**config.mk**
```make
export PLATFORM = sky130hd
export DESIGN_NAME = ram_ecc_dec
export DESIGN_NICKNAME = d
export VERILOG_FILES = /design/src/rtl/ram_ecc_dec.sv
export SDC_FILE = /design/constraint.sdc
export NUM_CORES = 1
export LEC_CHECK = 0
export ABC_CLOCK_PERIOD_IN_PS = 1800
export BUFFER_PORTS_ARGS = -buffer_cell sky130_fd_sc_hd__buf_2
export CAP_MARGIN = 20
export CORE_MARGIN = 1.5
export CORE_UTILIZATION = 45
export CTS_CLUSTER_DIAMETER = 80
export DETAILED_ROUTE_END_ITERATION = 16
export GPL_ROUTABILITY_DRIVEN = 0
export PLACE_DENSITY = 0.76
export SETUP_SLACK_MARGIN = 0.15
export SYNTH_ARGS = -nofsm -noshare
export SYNTH_HDL_FRONTEND = slang
export SYNTH_SLANG_ARGS = --single-unit
```
**constraint.sdc**
```tcl
create_clock -name clk -period 1.8 [get_ports clk]
set_input_delay 0.36 -clock clk [delete_from_list [all_inputs] [get_ports clk]]
set_output_delay 0.36 -clock clk [all_outputs]
set_load 0.01 [all_outputs]
```
**src/rtl/ram_ecc_dec.sv**
```systemverilog
// ram_ecc_dec: read-side SECDED decoder for the Hamming-protected RAM, with saturating error counters.
// Define HAM_SCRUB_EN to add a write-back port that scrubs corrected single-bit errors in place.
module ram_ecc_dec #(
  parameter  int DATA_W = 8,
  parameter  int ADDR_W = 4,
  parameter  int CNT_W  = 8,
  // smallest P with 2^P >= DATA_W + P + 1
  localparam int PAR_W  = $clog2(DATA_W + $clog2(DATA_W + 1) + 1),
  localparam int CODE_W = DATA_W + PAR_W + 1
) (
  input  logic              clk,
  input  logic              rst,
  input  logic              rd_req,
  input  logic [ADDR_W-1:0] rd_addr,
  output logic              rd_ready,
  output logic              rd_valid,
  output logic [DATA_W-1:0] rd_data,
  output logic              sec_err,
  output logic              ded_err,
  output logic              mem_rd_en,
  output logic [ADDR_W-1:0] mem_addr,
  input  logic [CODE_W-1:0] mem_rdata,
  input  logic              cnt_clr,
  output logic [CNT_W-1:0]  sec_cnt,
  output logic [CNT_W-1:0]  ded_cnt
`ifdef HAM_SCRUB_EN
  ,
  output logic              scrub_we,
  output logic [ADDR_W-1:0] scrub_addr,
  output logic [CODE_W-1:0] scrub_wdata
`endif
);

  localparam logic [PAR_W-1:0] LAST_POS = PAR_W'(CODE_W - 1);

  // Hamming position holding data bit k: k-th non-power-of-two index from 3 upward.
  function automatic int data_pos(input int k);
    int n;
    int pos;
    n   = 0;
    pos = 0;
    for (int i = 1; i < CODE_W; i++) begin
      if ((i & (i - 1)) != 0) begin
        if (n == k) pos = i;
        n++;
      end
    end
    return pos;
  endfunction

  logic              w_rd_ready;
  logic              w_accept;
  logic [PAR_W-1:0]  w_syn;
  logic              w_par;
  logic              w_flip;
  logic              w_sec;
  logic              w_ded;
  logic [DATA_W-1:0] w_data;

  logic              r_inflight;
  logic              r_rd_valid;
  logic              r_sec_err;
  logic              r_ded_err;
  logic [DATA_W-1:0] r_rd_data;
  logic [CNT_W-1:0]  r_sec_cnt;
  logic [CNT_W-1:0]  r_ded_cnt;

  assign w_accept  = rd_req && w_rd_ready;
  assign mem_rd_en = w_accept;
  assign mem_addr  = rd_addr;
  assign rd_ready  = w_rd_ready;

  always_comb begin
    w_syn = '0;
    for (int i = 1; i < CODE_W; i++) begin
      if (mem_rdata[i]) w_syn = w_syn ^ PAR_W'(i);
    end
  end

  assign w_par  = ^mem_rdata;
  assign w_flip = w_par && (w_syn != '0) && (w_syn <= LAST_POS);
  assign w_sec  = w_par && (w_flip || (w_syn == '0));
  assign w_ded  = (w_syn != '0) && !w_flip;

  // Uncorrectable words pass through raw because w_flip is low for them.
  always_comb begin
    w_data = '0;
    for (int k = 0; k < DATA_W; k++) begin
      w_data[k] = mem_rdata[PAR_W'(data_pos(k))] ^ (w_flip && (w_syn == PAR_W'(data_pos(k))));
    end
  end

  always_ff @(posedge clk or posedge rst) begin
    if (rst) begin
      r_inflight <= 1'b0;
      r_rd_valid <= 1'b0;
      r_sec_err  <= 1'b0;
      r_ded_err  <= 1'b0;
      r_rd_data  <= '0;
    end else begin
      r_inflight <= w_accept;
      r_rd_valid <= r_inflight;
      r_sec_err  <= r_inflight && w_sec;
      r_ded_err  <= r_inflight && w_ded;
      if (r_inflight) r_rd_data <= w_data;
    end
  end

  always_ff @(posedge clk or posedge rst) begin
    if (rst) begin
      r_sec_cnt <= '0;
      r_ded_cnt <= '0;
    end else if (cnt_clr) begin
      r_sec_cnt <= '0;
      r_ded_cnt <= '0;
    end else begin
      if (r_sec_err && (r_sec_cnt != '1)) r_sec_cnt <= r_sec_cnt + CNT_W'(1);
      if (r_ded_err && (r_ded_cnt != '1)) r_ded_cnt <= r_ded_cnt + CNT_W'(1);
    end
  end

  assign rd_valid = r_rd_valid;
  assign rd_data  = r_rd_data;
  assign sec_err  = r_sec_err;
  assign ded_err  = r_ded_err;
  assign sec_cnt  = r_sec_cnt;
  assign ded_cnt  = r_ded_cnt;

`ifdef HAM_SCRUB_EN
  typedef enum logic {S_IDLE, S_SCRUB} state_t;

  state_t            r_state;
  logic [ADDR_W-1:0] r_addr;
  logic              r_scrub_we;
  logic [ADDR_W-1:0] r_scrub_addr;
  logic [CODE_W-1:0] r_scrub_wdata;
  logic [CODE_W-1:0] w_fixed;

  always_comb begin
    w_fixed = mem_rdata;
    if (w_flip) w_fixed[w_syn] = ~mem_rdata[w_syn];
    w_fixed[0] = ^w_fixed[CODE_W-1:1];
  end

  // A correction decoded while already scrubbing simply reloads the scrub
  // registers, so every corrected read gets its write-back in its output cycle.
  always_ff @(posedge clk or posedge rst) begin
    if (rst) begin
      r_state       <= S_IDLE;
      r_addr        <= '0;
      r_scrub_we    <= 1'b0;
      r_scrub_addr  <= '0;
      r_scrub_wdata <= '0;
    end else begin
      if (w_accept) r_addr <= rd_addr;
      case (r_state)
        S_IDLE, S_SCRUB: begin
          if (r_inflight && w_flip) begin
            r_state       <= S_SCRUB;
            r_scrub_we    <= 1'b1;
            r_scrub_addr  <= r_addr;
            r_scrub_wdata <= w_fixed;
          end else begin
            r_state    <= S_IDLE;
            r_scrub_we <= 1'b0;
          end
        end
      endcase
    end
  end

  assign w_rd_ready  = (r_state == S_IDLE);
  assign scrub_we    = r_scrub_we;
  assign scrub_addr  = r_scrub_addr;
  assign scrub_wdata = r_scrub_wdata;
`else
  assign w_rd_ready = 1'b1;
`endif

endmodule
```
==> summary.txt, run 1 <==
STA
  – Tmin final: 1630 ps
  – F_max: between 600 and 700 MHz
  – Slew Viols, Final: 0
  – Worst Slack Setup Final: 170 ps
  – RSZ-0062 raised after global routing: yes
  – Period utilization: 0.905
  – Fin. Hold Viols: 0
  – Final setup fails: 0
  – Setup Skew: 2.28 ps
  – Hold Worst Slack: 67.2 ps

Clocking
  – CTS tree: done
  – # H-tree levels: 1
  – CTS buffer count: 3
  – Clock transition at path regs: 120 ps
  – Root Buffer: clkbuf_4
  – Post-CTS Hold Fix Bufs: 0
  – Clk Latency, worst-skew pair: 310 ps
  – Clock Tree Buf Depth: 2
  – Sink Count: 24

GRT
  – First-pass GRT wire length: 4470 um
  – Largest net degree at the start of global routing: 25
  – Vias in the first global route: 1078
  – Total grt overflow: 0
  – Initial antenna violation count: 0
  – Overall Global Routing Usage: 0.158

Synth
  – Synthesized cell area: 1530 sq um
  – Main synth FF type: dfrtp_1
  – Syn. warnings: 0
  – Sequential area share after synthesis: 0.392
  – Fraction of registers with async set/reset: 1.00
  – Synthesis-stage register bit count: 24
  – Avg Synthesized Cell Area: 9.83 sq um
  – Syn Inst Count: approximately 160
  – Number of synthesized flops with an enable pin: 0
  – Synth cell types: 33

Detailed routing
  – DRC viols: 0
  – Routed length per instance: 11.5 um
  – Routed Antenna Nets: 0
  – Iteration-0 DRC Markers: 54
  – Via density per instance: between 4 and 5
  – TritonRoute pass-1 iters: 4
  – Routed WL: 2960 um
  – Via count: 1238

Layout
  – Final nets: 235
  – FILL cells: around 310
  – Final Non-Filler Cells: 257
  – Multi-input logic area: 987 sq um
  – Register Area: slightly above 600 sq um
  – Inserted Diodes: 0
  – Fraction of layout cells with a size suffix above 1: 0.431
  – P&R area growth vs syn: 36.3%
  – Final Instance Area: between 2000 and 2500 sq um

Setup path
  – Crit path launch type: input pin
  – Critical path type: input pin to register
  – Worst EP arrival: approximately 1800 ps
  – Crit Path Max Fanout: 4
  – RR Endpoint: sec_cnt[4]$_DFFE_PP0P_
  – CP startpoint: mem_rdata[2]
  – Worst Path Required: between 1500 and 2000 ps
  – R2r setup slk: 240 ps
  – Reg2Reg Depth: 7
  – CP endpoint: rd_data[2]$_DFFE_PP0P_
  – Worst setup EP type: register
  – Worst R2R Start: sec_cnt[1]$_DFFE_PP0P_

Die
  – # IOs: 54
  – Vert. Die Dim: ~61 um
  – Die W: 61.4 um
  – Core box area: 3310 sq um
  – Starting Density: 0.463
  – Rows: 21
  – Die area: around 3800 sq um

Run status
  – Outcome: finished clean

Min path
  – Hold Path Class: input pin to async pin

Placement
  – Port buffer count: 40
  – Post-placement cell count: 249
  – Placement Cell Area: between 1500 and 2000 sq um
  – Dpl ws: -182 ps
  – DP HPWL: 2190 um

Pwr
  – Worst IR drop on VDD: 0.301 mV
  – Pwr Density: approximately 750 nW/um^2
  – Leakage: 0.975 nW
  – Power Total: between 1.5 and 2 mW

Run
  – Max Cap Violations: 0
==> kinds of logic after synthesis <==
| family | after synthesis | share of synthesized area |
|---|---|---|
| other | 2 | 0.00490 |
| AOI/OAI and AO/OA | 20 | 0.0914 |
| adders and majority gates | 2 | 0.0163 |
| muxes | 2 | 0.0139 |
| buffers and inverters | 17 | 0.0661 |
| and+or+nand+nor | 56 | 0.171 |
| DFF | 24 | 0.392 |
| xor gates and xnor gates | 33 | 0.245 |
==> layout make-up <==
cell class              instances  share of cell area
multi-input cells             118               0.472
flip-flops and latches         24               0.288
repair buffers                 62               0.189
well taps                      46              0.0275
clock buffers                   4              0.0174
inverters                       3             0.00539
==> layout by cell type, fill, tap and decap left out, drive strengths merged <==
cell and n:
buf 62, dfrtp 24, nor2 20, xnor2 20, nand3 11, nand2 10, a21oi 10, xor2 9
nand4 5, conb 5, nor3 4, clkbuf 4, inv 3, o21ai 3, or3 3, xnor3 3
o21a 2, ha 2, or2 1, nor3b 1, and3 1, mux2i 1, o211a 1, o31a 1
a211oi 1, mux2 1, a31oi 1, xor3 1, a2111oi 1
==> synthesized netlist by cell type (3+ instances only) <==
master	n	area, sq um
nor3_1	4	20.0
buf_4	10	75.1
xnor2_1	17	149
nand2_1	10	37.5
xnor2_2	3	48.8
nand3_1	11	55.1
o21ai_0	3	15.0
a21oi_1	10	50.1
nand4_1	5	31.3
nor2_1	20	75.1
dfrtp_1	24	601
inv_1	3	11.3
xor2_1	9	78.8
==> layer usage <==
metal,wire length [um],GRT usage,vias to the layer above
met2,1540,0.283,36
met4,30,0.0608,0
met5,0,0,-
met3,131,0.0231,3
li1,-,-,620
met1,1250,0.192,579
==> critical path: stages <==
cell and delay, ps:
buf_8 100, xnor2_4 130, buf_6 130, xor2_4 150, or3_4 400, a2111oi_4 310
xnor2_1 150, a21oi_1 80
==> registers in the layout, summed over array words and instances, names as in the netlist <==
name / count
ded_cnt: 8
sec_cnt: 8
rd_data: 4
ded_err: 1
r_inflight: 1
rd_valid: 1
sec_err: 1
==> how the worst min path moves through the flow <==
stage,from,endpoint,slack [ps],cells past startpoint
5_1_grt,rst,ded_cnt[5]$_DFFE_PP0P_,80,3
3_3_place_gp,rst,sec_cnt[0]$_DFFE_PP0P_,420,3
4_1_cts,rst,sec_cnt[2]$_DFFE_PP0P_,60,3
2_1_floorplan,r_inflight$_DFF_PP0_,rd_valid$_DFF_PP0_,350,0
3_5_place_dp,rst,sec_cnt[0]$_DFFE_PP0P_,410,3
6_report,rst,sec_cnt[2]$_DFFE_PP0P_,70,3
==> stage by stage <==
stage / util / setup TNS (ps)
final: 0.632 / 0
after global placement: 0.585 / -435
after floorplan: - / 0
after global routing: 0.632 / 0
after CTS: 0.599 / 0
after detailed placement: 0.585 / -547
==> power by group <==
| part | switching (mW) | internal, mW |
|---|---|---|
| combinational | 0.303 | 0.352 |
| clock | 0.150 | 0.124 |
| sequential | 0.0512 | 0.589 |
==> repair_timing <==
action | in CTS | in global routing
pin swaps | 3 | 8
endpoints found under the setup margin | 3 | 12
gates resized for setup | 1 | 22
buffers inserted | 1 | 3
Power figures use the tool's default switching activity.
==> inputs of run 2 (changes only) <==
--- a/config.mk
+++ b/config.mk
@@ -8,12 +8,14 @@
 export ABC_CLOCK_PERIOD_IN_PS = 1800
 export BUFFER_PORTS_ARGS = -buffer_cell sky130_fd_sc_hd__buf_2
 export CAP_MARGIN = 20
+export CELL_PAD_IN_SITES_DETAIL_PLACEMENT = 0
+export CELL_PAD_IN_SITES_GLOBAL_PLACEMENT = 1
 export CORE_MARGIN = 1.5
-export CORE_UTILIZATION = 45
+export CORE_UTILIZATION = 33
 export CTS_CLUSTER_DIAMETER = 80
 export DETAILED_ROUTE_END_ITERATION = 16
 export GPL_ROUTABILITY_DRIVEN = 0
-export PLACE_DENSITY = 0.76
+export PLACE_DENSITY_LB_ADDON = 0.1
 export SETUP_SLACK_MARGIN = 0.15
 export SYNTH_ARGS = -nofsm -noshare
 export SYNTH_HDL_FRONTEND = slang
==> summary.txt, run 2 (synthesized netlist as in run 1, its figures left out) <==
Detailed routing
  – Via density per instance: 4.79 (was 4.82)
  – TritonRoute pass-1 iters: 4 (unchanged)
  – Routed WL: 3310 um (was 2960 um)
  – Iteration-0 DRC Markers: 29 (was 54)
  – Routed length per instance: 12.4 um (was 11.5 um)
  – Via count: 1278 (was 1238)
  – Routed Antenna Nets: 0 (unchanged)
  – DRC viols: 0 (unchanged)

STA
  – Period utilization: 0.926 (was 0.905)
  – F_max: 600 MHz (was 614 MHz)
  – Final setup fails: 0 (unchanged)
  – Slew Viols, Final: 0 (unchanged)
  – RSZ-0062 raised after global routing: yes (unchanged)
  – Fin. Hold Viols: 0 (unchanged)
  – Worst Slack Setup Final: 133 ps (was 170 ps)
  – Tmin final: 1670 ps (was 1630 ps)
  – Setup Skew: 13.0 ps (was 2.28 ps)
  – Setup_tns: 0 ps (unchanged)

Layout
  – Fraction of layout cells with a size suffix above 1: 0.451 (was 0.431)
  – Final Instance Area: 2170 sq um (was 2090 sq um)
  – Final nets: 239 (was 235)
  – Final Non-Filler Cells: 267 (was 257)
  – P&R area growth vs syn: 41.5% (was 36.3%)
  – Commonest non-fill, non-tap cell in the layout: buf_2 (unchanged)
  – Most frequent cells in the layout: buf_2, buf_4, dfrtp_1 (was buf_2, dfrtp_1, buf_4)
  – Register Area: 603 sq um (unchanged)
  – FILL cells: 430 (was 305)
  – Multi-input logic area: 991 sq um (was 987 sq um)
  – Inserted Diodes: 0 (unchanged)

Setup path
  – Worst EP arrival: 1810 ps (was 1820 ps)
  – Worst setup EP type: register (unchanged)
  – Critical path type: input pin to register (unchanged)
  – Crit path launch type: input pin (unchanged)
  – Crit Path Max Fanout: 4 (unchanged)
  – Worst Path Required: 1950 ps (was 1990 ps)

GRT
  – First-pass GRT wire length: 5460 um (was 4470 um)
  – Vias in the first global route: 1201 (was 1078)
  – Met2 usage: 0.226 (was 0.283)
  – Overall Global Routing Usage: 0.133 (was 0.158)
  – Met3 usage: 0.0285 (was 0.0231)
  – Initial antenna violation count: 0 (unchanged)
  – Total grt overflow: 0 (unchanged)
  – Largest net degree at the start of global routing: 25 (unchanged)
  – GR peak layer: met2 (unchanged)
  – M1 GR Usage: 0.177 (was 0.192)

Pwr
  – Power share of the sequential group: 0.349 (was 0.408)
  – Int Power: 1.27 mW (was 1.07 mW)
  – Worst IR drop on VDD: 0.497 mV (was 0.301 mV)
  – Sw frac: 0.299 (was 0.321)
  – Power Total: 1.81 mW (was 1.57 mW)
  – Psw: 0.539 mW (was 0.504 mW)
  – Combinational power share: 0.390 (was 0.418)
  – Pwr Density: 832 nW/um^2 (was 751 nW/um^2)
  – Clock power share: 0.261 (was 0.174)
  – Leakage: 1.02 nW (was 0.975 nW)

Clocking
  – Post-CTS Hold Fix Bufs: 0 (unchanged)
  – Sink Count: 24 (unchanged)
  – Clk Latency, worst-skew pair: 270 ps (was 310 ps)
  – # H-tree levels: 1 (unchanged)
  – CTS tree: done (unchanged)
  – Clock Tree Buf Depth: 2 (unchanged)
  – Root Buffer: clkbuf_8 (was clkbuf_4)
  – Clock transition at path regs: 90 ps (was 120 ps)
  – CTS buffer count: 3 (unchanged)

Placement
  – Placement Cell Area: 1940 sq um (unchanged)
  – DP HPWL: 2560 um (was 2190 um)
  – Port buffer count: 40 (unchanged)
  – Dpl ws: -201 ps (was -182 ps)
  – Post-placement cell count: 254 (was 249)

Die
  – Core box area: 4410 sq um (was 3310 sq um)
  – Starting Density: 0.348 (was 0.463)
  – Rows: 24 (was 21)
  – Die area: 5070 sq um (was 3770 sq um)
  – Vert. Die Dim: 71.2 um (was 61.4 um)
  – # IOs: 54 (unchanged)
  – Die W: 71.2 um (was 61.4 um)

Run
  – Max Cap Violations: 0 (unchanged)

Min path
  – Hold Path Class: input pin to async pin (unchanged)

Run status
  – Outcome: finished clean (unchanged)
run 2: cell count changes in the layout (fill, tap and decap cells not counted), sizes merged:
cell    previous run  this run
bufinv             0         1
buf               62        66
clkbuf             4         3
run 2: path summary, 6_finish.rpt:
kind / to / cells past startpoint / from / slack [ps]
setup / recovery: rd_data[2]$_DFFE_PP0P_ / 7 / mem_rdata[0] / 130
hold / removal: sec_cnt[6]$_DFFE_PP0P_ / 3 / rst / 120
setup reg to reg: sec_cnt[4]$_DFFE_PP0P_ / 7 / sec_cnt[1]$_DFFE_PP0P_ / 240
hold reg to reg: rd_data[3]$_DFFE_PP0P_ / 2 / rd_data[3]$_DFFE_PP0P_ / 530
max in group asynchronous: ded_cnt[0]$_DFFE_PP0P_ / 3 / rst / 1410
min in group clk: r_inflight$_DFF_PP0_ / 1 / rd_req / 200
run 2: timing repair:
item / CTS / global route
setup endpoints to repair: 7 / 15
pin swaps: 7 / 11
gates resized for setup: 10 / 14
buffers inserted: 4 / 5
run 2: final cells by class:
type / instances / share of cell area
flip-flops and latches: 24 / 0.278
inverters: 3 / 0.00519
clock buffers: 3 / 0.0190
multi-input cells: 118 / 0.456
well taps: 52 / 0.0300
clock inverters: 1 / 0.0138
repair buffers: 66 / 0.198
run 2: metrics by stage:
stage                     utilization  hold slack [ps]
final                           0.492              116
after global routing            0.492              156
after CTS                       0.471              131
after detailed placement        0.439              430
after global placement          0.439              415
after floorplan                     -              352
run 2: worst max-delay path: stages:
cell       delay (ps)
buf_2             130
xnor2_4           150
xor2_2            200
or3_4             410
a2111oi_4         330
xnor2_1           160
a21oi_1            80
run 2: routing by layer:
layer	part of all wire	up-vias	wire length (um)
li1	-	633	-
met3	0.050	2	165
met2	0.49	37	1610
met1	0.46	606	1510
met4	0.0051	0	17
met5	0	-	0
run 2: power groups by stage:
stage	Combinational (mW)	Clock, mW	Sequential, mW
3_5_place_dp	0.619	0	0.646
3_3_place_gp	0.607	0	0.646
6_report	0.705	0.471	0.630
2_1_floorplan	0.390	0	0.666
4_1_cts	0.651	0.483	0.635
5_1_grt	0.768	0.506	0.638
==> inputs of run 3 (changes only) <==
--- a/config.mk
+++ b/config.mk
@@ -10,6 +10,7 @@
 export CAP_MARGIN = 20
 export CELL_PAD_IN_SITES_DETAIL_PLACEMENT = 0
 export CELL_PAD_IN_SITES_GLOBAL_PLACEMENT = 1
+export CORE_ASPECT_RATIO = 1.75
 export CORE_MARGIN = 1.5
 export CORE_UTILIZATION = 33
 export CTS_CLUSTER_DIAMETER = 80
==> summary.txt, run 3 (synthesized netlist as in run 1, its figures left out) <==
Die
  – Die W: 54.5 um (was 71.2 um)
  – Vert. Die Dim: 93.2 um (was 71.2 um)
  – Rows: 32 (was 24)
  – Starting Density: 0.345 (was 0.348)
  – Core box area: 4440 sq um (was 4410 sq um)
  – Die area: 5080 sq um (was 5070 sq um)
  – # IOs: 54 (unchanged)

Clocking
  – Clock transition at path regs: 80 ps (was 90 ps)
  – Post-CTS Hold Fix Bufs: 0 (unchanged)
  – CTS buffer count: 3 (unchanged)
  – CTS tree: done (unchanged)
  – Sink Count: 24 (unchanged)
  – Clk Latency, worst-skew pair: 260 ps (was 270 ps)
  – Clock Tree Buf Depth: 2 (unchanged)
  – Root Buffer: clkbuf_8 (unchanged)
  – # H-tree levels: 1 (unchanged)

STA
  – Setup_tns: 0 ps (unchanged)
  – Final setup fails: 0 (unchanged)
  – RSZ-0062 raised after global routing: yes (unchanged)
  – F_max: 588 MHz (was 600 MHz)
  – Period utilization: 0.945 (was 0.926)
  – Fin. Hold Viols: 0 (unchanged)
  – Slew Viols, Final: 0 (unchanged)
  – Setup Skew: 6.44 ps (was 13.0 ps)
  – Tmin final: 1700 ps (was 1670 ps)

Run status
  – Outcome: finished clean (unchanged)

Pwr
  – Pwr Density: 765 nW/um^2 (was 832 nW/um^2)
  – Power Total: 1.64 mW (was 1.81 mW)
  – Worst IR drop on VDD: 0.461 mV (was 0.497 mV)
  – Leakage: 1.00 nW (was 1.02 nW)

Layout
  – Final nets: 239 (unchanged)
  – Most frequent cells in the layout: buf_2, buf_4, dfrtp_1 (unchanged)
  – P&R area growth vs syn: 39.8% (was 41.5%)
  – Fraction of layout cells with a size suffix above 1: 0.442 (was 0.451)
  – Inserted Diodes: 0 (unchanged)
  – Final core occ: 0.483 (was 0.492)
  – Commonest non-fill, non-tap cell in the layout: buf_2 (unchanged)

Min path
  – Hold Path Class: input pin to async pin (unchanged)

GRT
  – Total grt overflow: 0 (unchanged)
  – Largest net degree at the start of global routing: 25 (unchanged)
  – Overall Global Routing Usage: 0.133 (about the same)
  – First-pass GRT wire length: 4980 um (was 5460 um)
  – Initial antenna violation count: 0 (unchanged)
  – Vias in the first global route: 1161 (was 1201)

Detailed routing
  – DRC viols: 0 (unchanged)
  – Via density per instance: 4.75 (was 4.79)
  – Routed WL: 3330 um (was 3310 um)
  – Via count: 1264 (was 1278)
  – Routed Antenna Nets: 0 (unchanged)
  – Routed length per instance: 12.5 um (was 12.4 um)
  – Iteration-0 DRC Markers: 31 (was 29)
  – TritonRoute pass-1 iters: 4 (unchanged)

Run
  – Max Cap Violations: 0 (unchanged)

Setup path
  – Crit path launch type: input pin (unchanged)
  – Worst setup EP type: register (unchanged)
  – Critical path type: input pin to register (unchanged)
  – Crit Path Max Fanout: 3 (was 4)
  – Crit path largest cell delay: 300 ps (was 410 ps)
  – Critical-path cell list: buf_12 -> xnor2_4 -> buf_4 -> xor2_1 -> nand2_1 -> mux2_2 -> or3_1 -> a31oi_1 (was buf_2 -> xnor2_4 -> xor2_2 -> or3_4 -> a2111oi_4 -> xnor2_1 -> a21oi_1)
  – Worst Path Required: 1990 ps (was 1950 ps)
  – Crit path max-delay cell type: or3_1 (was or3_4)
  – Worst EP arrival: 1890 ps (was 1810 ps)

Placement
  – Port buffer count: 40 (unchanged)
  – DP HPWL: 2620 um (was 2560 um)
-- run 3: area by class of cell --
| cell class | instances | area [sq um] |
|---|---|---|
| Clock buffer | 4 | 45.0 |
| Tap cell | 51 | 63.8 |
| Multi-Input combinational cell | 118 | 968 |
| Sequential cell | 24 | 604 |
| Inverter | 3 | 11.3 |
| Fill cell | 438 | 2300 |
| Timing Repair Buffer | 66 | 452 |
-- run 3: layer usage --
metal / vias up / track usage / routed length [um]
met3: 2 / 0.00958 / 104
met1: 608 / 0.140 / 1190
met2: 27 / 0.251 / 2000
met5: - / 0 / 0
met4: 0 / 0.0563 / 29
li1: 627 / - / -
-- run 3: critical path, delay by kind of cell --
kind	cells	cell delay, ps
xor+xnor	2	420
simple gates	2	390
compound gates	1	160
mux	1	280
buf+inv	2	270
-- run 3: repair_timing --
item	in CTS	in global routing
resized for setup	3	22
cloned	0	0
pin swaps	0	14
setup endpoints to repair	7	14
setup buffers	1	9
-- run 3: stage by stage --
stage,std cells,instance area (sq um),setup slack [ps],hold slack (ps)
after CTS,257,1990,120,132
after floorplan,159,1640,55.9,352
final,266,2140,98.5,126
after global routing,266,2140,41.3,166
after detailed placement,252,1930,-234,419
after global placement,252,1930,-162,413
-- run 3: final timing paths --
check | cells past startpoint | end | startpoint | slack [ps]
worst max-delay path | 8 | rd_data[0]$_DFFE_PP0P_ | mem_rdata[7] | 100
worst max register to register | 7 | sec_cnt[4]$_DFFE_PP0P_ | sec_cnt[1]$_DFFE_PP0P_ | 200
max in group asynchronous | 3 | ded_cnt[2]$_DFFE_PP0P_ | rst | 1430
worst min register to register | 2 | rd_data[2]$_DFFE_PP0P_ | rd_data[2]$_DFFE_PP0P_ | 530
worst min-delay path | 3 | ded_cnt[0]$_DFFE_PP0P_ | rst | 130
min in group clk | 1 | r_inflight$_DFF_PP0_ | rd_req | 220
-- run 3: power breakdown --
part	switching (mW)	internal (mW)	total, mW	leakage [nW]
combinational	0.323	0.371	0.694	0.669
clock	0.154	0.158	0.312	0.0228
sequential	0.0451	0.589	0.634	0.311
total	0.522	1.12	1.64	1.00
